===== config.mk =====
export PLATFORM = sky130hd
export DESIGN_NAME = instruction_fetcher
export DESIGN_NICKNAME = d
export VERILOG_FILES = /design/src/rtl/instruction_fetcher_pkg.sv /design/src/rtl/inst_queue.sv /design/src/rtl/instruction_fetcher.sv
export SDC_FILE = /design/constraint.sdc
export NUM_CORES = 1
export LEC_CHECK = 0
export BUFFER_PORTS_ARGS = -buffer_cell sky130_fd_sc_hd__buf_4
export CORE_MARGIN = 3
export CORE_UTILIZATION = 40
export CTS_BUF_LIST = sky130_fd_sc_hd__clkbuf_4
export DETAILED_ROUTE_END_ITERATION = 10
export PLACE_DENSITY = 0.65
export SLEW_MARGIN = 20
export SYNTH_ARGS = -nofsm -noshare
export SYNTH_HDL_FRONTEND = slang
export SYNTH_SLANG_ARGS = --single-unit

===== constraint.sdc =====
create_clock -name clk_in -period 3.55 [get_ports clk_in]
set_input_delay 0.355 -clock clk_in [delete_from_list [all_inputs] [get_ports clk_in]]
set_output_delay 0.355 -clock clk_in [all_outputs]
set_load 0.01 [all_outputs]

===== src/rtl/instruction_fetcher_pkg.sv =====
// Shared definitions for the instruction fetcher: widths, RISC-V opcodes,
// FSM state encoding and the instruction-queue entry payload.
package instruction_fetcher_pkg;

  localparam int unsigned ADDR_W = 32;
  localparam int unsigned INST_W = 32;

  localparam logic [6:0] OP_JAL    = 7'b1101111;
  localparam logic [6:0] OP_BRANCH = 7'b1100011;

  typedef enum logic {
    ST_IDLE  = 1'b0,
    ST_FETCH = 1'b1
  } fetch_state_e;

  typedef struct packed {
    logic [INST_W-1:0] inst;
    logic [ADDR_W-1:0] pc;
    logic              pred;
  } queue_entry_t;

endpackage


===== src/rtl/inst_queue.sv =====
// Circular instruction FIFO between fetch and decode.
// Ports: clk_in/rst_in (async active-low), en_in freezes all state when low,
// clr_in empties the queue, push_in/push_data_in write, pop_in requests a pop
// (ignored when empty), full_c/valid_c status, head_c is the combinational
// head entry (zero when empty).
module inst_queue
  import instruction_fetcher_pkg::*;
#(
  parameter int unsigned DEPTH = 4
) (
  input  logic         clk_in,
  input  logic         rst_in,
  input  logic         en_in,
  input  logic         clr_in,
  input  logic         push_in,
  input  queue_entry_t push_data_in,
  input  logic         pop_in,
  output logic         full_c,
  output logic         valid_c,
  output queue_entry_t head_c
);

  localparam int unsigned PTR_W = $clog2(DEPTH);
  localparam int unsigned CNT_W = PTR_W + 1;

  queue_entry_t     mem_q [DEPTH];
  queue_entry_t     mem_d [DEPTH];
  logic [PTR_W-1:0] rd_q, rd_d;
  logic [PTR_W-1:0] wr_q, wr_d;
  logic [CNT_W-1:0] cnt_q, cnt_d;
  logic             push_ok;
  logic             pop_ok;

  assign valid_c = (cnt_q != '0);
  assign full_c  = (cnt_q == CNT_W'(DEPTH));
  // Masking with valid keeps the head fields at zero while empty or in reset.
  assign head_c  = valid_c ? mem_q[rd_q] : '0;

  // Pointer/count update; clear wins, pointers wrap naturally (power-of-two depth).
  always_comb begin
    mem_d   = mem_q;
    rd_d    = rd_q;
    wr_d    = wr_q;
    cnt_d   = cnt_q;
    push_ok = push_in && !full_c;
    pop_ok  = pop_in && valid_c;
    if (clr_in) begin
      rd_d  = '0;
      wr_d  = '0;
      cnt_d = '0;
    end else begin
      if (push_ok) begin
        mem_d[wr_q] = push_data_in;
        wr_d        = wr_q + PTR_W'(1);
      end
      if (pop_ok) begin
        rd_d = rd_q + PTR_W'(1);
      end
      case ({push_ok, pop_ok})
        2'b10:   cnt_d = cnt_q + CNT_W'(1);
        2'b01:   cnt_d = cnt_q - CNT_W'(1);
        default: cnt_d = cnt_q;
      endcase
    end
  end

  always_ff @(posedge clk_in or negedge rst_in) begin
    if (!rst_in) begin
      rd_q  <= '0;
      wr_q  <= '0;
      cnt_q <= '0;
      for (int i = 0; i < int'(DEPTH); i++) begin
        mem_q[i] <= '0;
      end
    end else if (en_in) begin
      rd_q  <= rd_d;
      wr_q  <= wr_d;
      cnt_q <= cnt_d;
      mem_q <= mem_d;
    end
  end

endmodule


===== src/rtl/instruction_fetcher.sv =====
// Instruction fetcher: issues one cache request at a time, predicts the next
// PC (JAL taken, backward branches taken) and queues fetched words for decode.
// Ports: clk_in, rst_in (async active-low), rdy_in (global freeze);
// RoB_clear/clear_pc redirect; i_waiting/i_addr request, i_result/i_m_ready
// response; inst_valid/inst/inst_pc/inst_pred queue head, dec_ready pop.
module instruction_fetcher
  import instruction_fetcher_pkg::*;
#(
  parameter logic [ADDR_W-1:0] RESET_PC    = 32'h0,
  parameter int unsigned       QUEUE_DEPTH = 4
) (
  input  logic              clk_in,
  input  logic              rst_in,
  input  logic              rdy_in,
  input  logic              RoB_clear,
  input  logic [ADDR_W-1:0] clear_pc,
  output logic              i_waiting,
  output logic [ADDR_W-1:0] i_addr,
  input  logic [INST_W-1:0] i_result,
  input  logic              i_m_ready,
  output logic              inst_valid,
  output logic [INST_W-1:0] inst,
  output logic [ADDR_W-1:0] inst_pc,
  output logic              inst_pred,
  input  logic              dec_ready
);

  fetch_state_e      state_q, state_d;
  logic [ADDR_W-1:0] pc_q, pc_d;
  logic              i_waiting_q, i_waiting_d;
  logic [ADDR_W-1:0] i_addr_q, i_addr_d;

  logic [6:0]        opcode;
  logic [ADDR_W-1:0] imm_j;
  logic [ADDR_W-1:0] imm_b;
  logic [ADDR_W-1:0] next_pc;
  logic              pred;
  logic              push_c;
  logic              q_full;
  queue_entry_t      push_data;
  queue_entry_t      head;

  assign i_waiting  = i_waiting_q;
  assign i_addr     = i_addr_q;
  assign inst       = head.inst;
  assign inst_pc    = head.pc;
  assign inst_pred  = head.pred;

  assign push_data.inst = i_result;
  assign push_data.pc   = pc_q;
  assign push_data.pred = pred;

  // Static predictor on the returned word: JAL always, branches only backward.
  always_comb begin
    opcode  = i_result[6:0];
    imm_j   = {{11{i_result[31]}}, i_result[31], i_result[19:12], i_result[20],
               i_result[30:21], 1'b0};
    imm_b   = {{19{i_result[31]}}, i_result[31], i_result[7], i_result[30:25],
               i_result[11:8], 1'b0};
    next_pc = pc_q + ADDR_W'(4);
    pred    = 1'b0;
    if (opcode == OP_JAL) begin
      next_pc = pc_q + imm_j;
      pred    = 1'b1;
    end else if ((opcode == OP_BRANCH) && imm_b[ADDR_W-1]) begin
      next_pc = pc_q + imm_b;
      pred    = 1'b1;
    end
  end

  // Fetch FSM; a redirect drops any in-flight response.
  always_comb begin
    state_d     = state_q;
    pc_d        = pc_q;
    i_waiting_d = i_waiting_q;
    i_addr_d    = i_addr_q;
    push_c      = 1'b0;
    if (RoB_clear) begin
      state_d     = ST_IDLE;
      pc_d        = clear_pc;
      i_waiting_d = 1'b0;
    end else begin
      case (state_q)
        ST_IDLE: begin
          if (!q_full) begin
            state_d     = ST_FETCH;
            i_waiting_d = 1'b1;
            i_addr_d    = pc_q;
          end
        end
        ST_FETCH: begin
          if (i_m_ready) begin
            push_c      = 1'b1;
            pc_d        = next_pc;
            i_waiting_d = 1'b0;
            state_d     = ST_IDLE;
          end
        end
        default: state_d = ST_IDLE;
      endcase
    end
  end

  always_ff @(posedge clk_in or negedge rst_in) begin
    if (!rst_in) begin
      state_q     <= ST_IDLE;
      pc_q        <= RESET_PC;
      i_waiting_q <= 1'b0;
      i_addr_q    <= '0;
    end else if (rdy_in) begin
      state_q     <= state_d;
      pc_q        <= pc_d;
      i_waiting_q <= i_waiting_d;
      i_addr_q    <= i_addr_d;
    end
  end

  inst_queue #(
    .DEPTH(QUEUE_DEPTH)
  ) u_inst_queue (
    .clk_in      (clk_in),
    .rst_in      (rst_in),
    .en_in       (rdy_in),
    .clr_in      (RoB_clear),
    .push_in     (push_c),
    .push_data_in(push_data),
    .pop_in      (dec_ready),
    .full_c      (q_full),
    .valid_c     (inst_valid),
    .head_c      (head)
  );

endmodule


; ---- Yosys cells after proc, flatten, opt, wreduce, memory -nomap -nowiden
; Cells that the tools add are included.
[classes]
reduce_logical = 18
bitwise_logic = 5
addsub = 7
eq_ne = 7
magnitude_cmp = 3
mux = 31
[op_table]
columns = cell, count
row1 = $bwmux W260, 1
row2 = $mux W65, 4
row3 = $mux W32, 5
row4 = $bmux W65 S2, 1
row5 = $demux W65 S2, 1
row6 = $add A32 B32 Y32, 2
row7 = $add A32 B3 Y32 const B, 1
row8 = $eq A7 B7 Y1 const B, 2
row9 = $mux W1, 11
row10 = $reduce_and A3 Y1, 3
row11 = $mux W2, 4
row12 = $reduce_bool A2 Y1, 4
row13 = $ge A3 B3 Y1 const B, 2
row14 = $ne A3 B3 Y1 const B, 2
row15 = $not A2 Y3, 2
row16 = $pmux W3 S2, 1
row17 = $reduce_and A2 Y1, 3
row18 = $reduce_bool A3 Y1, 2
row19 = $add A2 B1 Y2 const B, 2
row20 = $logic_and A1 B1 Y1, 4
row21 = $pmux W1 S2, 2
row22 = $reduce_and A4 Y1, 1
row23 = $add A3 B1 Y3 const B, 1
row24 = $eq A3 B3 Y1 const B, 1
row25 = other kinds (7), 9
[totals]
in_bits = 70
ff_bits = 333
wordCells = 90

; ---- Depth between registers and ports, before layout
[logic_depth]
ltp_word = 7
depth_mapped = 12
ltp_nobuf = 12

; ---- By module
; Synthesis repeated with hierarchy kept, for this count alone.
[hier_totals]
hier_cells = 1612
hier_area_um2 = 19827.8
[by_module_without_submodules]
columns = module, area_each_um2, cells_per_inst, n_inst
row1 = inst_queue, 13056.3, 768, 1
row2 = instruction_fetcher, 6771.5, 844, 1

; ---- Least setup slack after synthesis
; OpenSTA, ideal clock, no wires.
[synth_timing]
path_type = register to register
from = reg pc_q[1]
to = reg pc_q[27]
path_stages_with_launch = 13
path_buffers = 0
synth_period_minus_slack_ps = 2651
setup_slack_ps = 899
t_arrival_ps = 2517
required_time_ps = 3416
cell_sequence = dfrtp_1 -> ha_1 -> inv_1 -> fa_1 -> nand2b_1 -> a21oi_1 -> o21bai_1 -> a21oi_2 -> o21ai_1 -> o21ba_2 -> nand4_1 -> nor4bb_1 -> a22oi_1
[synth_between]
elab_chain_len = 6
elab_cells_between_ends = 8
cone_classes = add/sub (3) / mux (5)
[synth_lines]
columns = element, line_no
row1 = "start, declared", instruction_fetcher.sv:29  ; logic [ADDR_W-1:0] pc_q, pc_d;
row2 = "start signal, assigned", instruction_fetcher.sv:112  ; pc_q <= pc_d;
row3 = $add A32 B3 Y32 / $add A32 B32 Y32 (equally long branches), "instruction_fetcher.sv:60, instruction_fetcher.sv:66"
row4 = $mux W32, instruction_fetcher.sv:65  ; end else if ((opcode == OP_BRANCH) && imm_b[ADDR_W-1]) begin
row5 = $mux W32 *, instruction_fetcher.sv:62  ; if (opcode == OP_JAL) begin
row6 = $mux W32 *, instruction_fetcher.sv:92  ; if (i_m_ready) begin
row7 = $mux W32 *, instruction_fetcher.sv:83  ; case (state_q)
row8 = $mux W32 *, instruction_fetcher.sv:78  ; if (RoB_clear) begin
; Every way passes the cells marked *; elsewhere a longest branch is shown, timed or not. The select of a mux whose other input is x is not followed.
; A chain may end at the register's enable or synchronous reset.

; ---- Worst setup path in the final report
; Same ends and word-level chain as after synthesis.

==> impl_results.md <==
- Result of the run: finished, final reports clean
- Max-cap violations: 0
- Worst Hold Class: in -> reg
- Crit Path Max Fanout: 9
- Congestion Overflow GR: 0
- Post-synthesis register bit count: 333
- Critical-path top delay cell: dfrtp_1
- Port Buffers: 168
- Mean post-synth cell area: ~11 um2
- Family with the most delay on the worst path: compound AO/OA/AOI/OAI gates
- Unique masters post-synth: 79
- Share of cells above drive strength 1: between 30% and 40%
- Synth warn: 0
- Nets: about 2,000
- Placed cell areas: 20,500 um2
- Ranking of synthesized cells by area: dfrtp_1 45%, mux2_2 16%, mux4_2 7.9%
- Initial DRC count: 1,071
- Final ANT Viol Nets: 0
- Detailed-placement wirelength estimate: 36,300 um
- Worst-Margin Slew: 1.03 ns
- Peak VDD IR: 474 uV
- Gpl congestion: roughly 0.91
- LEAKAGE: between 10 and 15 nW
- EDFF count, synth: 0
- Full die area: 49,000 um2
- Row Count: 78
- CTS tree: done
- Pre-antenna DRT Iters: 6
- Slew HR: 30.9%
- Post-CTS Repair Setup Buffers: 0
- R2R Setup Slk: approximately 0.26 ns
- H-tree lvl count: 3
- Reg2reg start: pc_q[1]
- Clock skew: between 0.06 and 0.07 ns
- Setup violators final: 0
- Asr flop ratio synth: 100%
- Kind of critical path: reg -> reg
- Minimum clock period: 3.29 ns
- WP buf/inv: 1
- Global router's overall resource usage: 22.0%
- Hold Path Cell Cnt: 4
- Mapped Nets: roughly 1,700
- Die Y: approximately 220 um
- Post-synthesis cell type with the largest combined area: dfrtp_1
- Routed wire length: 54,400 um
- Pwr Density: 727 nW/um2
- Drt drc: 0
- RR Endpoint: pc_q[27]
- Die Wd: 221 um
- RSZ-0062 raised after global routing: false
- Mapped Cells: 1,615
- Placed cells: 2,303
- Crit path required time: 4.20 ns
- Wirelength per Cell: around 22 um
- Area Growth Syn to Fin: 20.8%
- Crit path arrival time: 3.95 ns
- Vias in the first global route: 15,100
- Initial Util: 40.7%
- Vias per cell: approximately 5.7
- First-pass GRT wire length: 85,000 um
- Root Buffer: clkbuf_4
- Core area: 45,600 um2
- Design Area, Final: 22,400 um2
- Worst Hold End: pc_q[29]
- Crit end category: register
- Antenna violations before repair: 1
- Post-synthesis cell area: 18,500 um2
- Clk slew on worst S/H paths: 0.07 ns
- Clock latency on the worst-skew pair: 0.82 ns
- Hold path startpoint: clear_pc[29]
- Num CTS Buffers: 92
- Max Fclk: 304 MHz
- Routed vias: 14,400
- Setup TNS: 0 ns
- CTS Buffer Depth: 3
- Final Hold Fails: 0
- Critical-path cell list: ha_1, inv_1, fa_1, nand2b_1, a21oi_1, o21bai_1, a21oi_2, o21ai_1, o21ba_2, nand4_1, nor4bb_1, a22oi_1
- Yosys top cell area share: roughly 45%
- Non-filler cells, final: about 2,500
- Ys flop type: dfrtp_1
- Max stage delay on crit path: 0.56 ns
- Number of cells on the worst reg-to-reg path: 12
- CTS Sinks: ~330
- Register area share after synthesis: approximately 45%
- Crit start category: register
- Max-slew violations: 0
- I/O pin count: 169
- Pin count of the biggest net entering global routing: ~120
- Final period util: around 93%
[per-layer routing]
layer	share of wire, %	global-route usage, %
met1	45	30.1
met2	47	35.1
met3	5.6	4.42
met4	2.0	7.17
met5	0	0
[registers in the layout, indices dropped and copies added (netlist names)]
name	flops
i_addr	32
pc_q	32
u_inst_queue.mem_q	260
state_q	1
u_inst_queue.rd_q	2
u_inst_queue.cnt_q	3
u_inst_queue.wr_q	2
i_waiting	1
[tightest hold or removal path: stages]
cell,delay [ns]
buf_4,0.08
or3_1,0.08
o21ai_0,0.13
o21ai_0,0.20
[stage by stage]
step                      power [W]  hold WS, ns  utilization, %  worst slack, ns
after floorplan              0.0102       0.0594               -            0.899
after global placement       0.0126        0.456            45.0            0.356
after detailed placement     0.0128        0.468            45.0            0.299
after CTS                    0.0165       0.0424            49.1            0.242
after global routing         0.0174        0.104            49.1           0.0920
final                        0.0163        0.114            49.1            0.256
[logic make-up (layout without fill, tap and decap cells)]
logic type	count (synthesis)	count (layout)	share of synthesized area [%]
other cells	0	1	0
flops	333	333	45.0
compound gates	333	333	11.6
fa+ha+maj	51	51	3.56
buf+inv	149	464	3.17
simple gates	362	362	9.93
xor+xnor	50	50	2.36
mux	337	337	24.4
[synth_stat cells (all sizes together) (4+ instances only)]
cell	count
dfrtp	333
mux2	268
nand2	115
o21ai	112
clkbuf	93
a21oi	80
and2	70
mux4	65
nor2	55
ha	48
buf	34
nand3	34
nand4	27
xor2	27
xnor2	23
inv	22
a21o	16
a211oi	14
o21a	13
a31oi	12
and3	12
nor2b	11
nor3	11
o211ai	11
a221oi	10
o221ai	10
a22oi	8
or3	8
o22ai	7
o21bai	6
a221o	4
a41oi	4
and4	4
mux2i	4
nand2b	4
nor3b	4
[worst max-delay path by stage]
stage | from | endpoint | slack, ns | cells past startpoint
global placement | pc_q[1] | pc_q[29] | 0.36 | 12
CTS | pc_q[1] | pc_q[29] | 0.24 | 12
global route | pc_q[1] | pc_q[27] | 0.09 | 12
floorplan | pc_q[1] | pc_q[27] | 0.90 | 12
finish | pc_q[1] | pc_q[27] | 0.26 | 12
detailed placement | pc_q[1] | pc_q[29] | 0.30 | 12
[power by group]
group          internal [W]  switching, W  leakage [nW]
clock network       0.00186       0.00164         0.676
registers           0.00514      0.000976          4.34
logic               0.00358       0.00309          5.25
[cell type report]
type	count	area, um2
well taps	600	751
clock inverters	31	216
flip-flops and latches	333	8340
repair buffers	285	2400
clock buffers	126	946
multi-input cells	1133	9660
inverters	22	82.6
diodes	1	2.50
fillers	4130	23200
[cell usage in the layout (no fill, tap or decap), types with 8 or more instances in the layout]
cell type	instances
mux4_2	65
o21a_1	13
nand2_1	110
xnor2_1	23
a211oi_1	13
o21ai_0	103
a31oi_1	11
ha_1	48
nand4_1	26
nor2_1	54
nand3_1	34
nor3_1	10
o211ai_1	11
a21oi_1	77
inv_1	22
dlygate4sd3_1	70
clkbuf_4	126
a21o_1	16
o221ai_1	10
a22oi_1	8
nor2b_1	11
buf_4	208
dfrtp_1	331
xor2_1	27
clkinv_1	21
mux2_2	268
and2_1	69
a221oi_1	9
and3_1	11
[timing repair]
item | in CTS | in global routing
setup endpoints to repair | 0 | 1
resized for setup | 0 | 1
hold buffers | 70 | 0
hold endpoints to repair | 272 | 0
(Power assumes the default switching activity.)
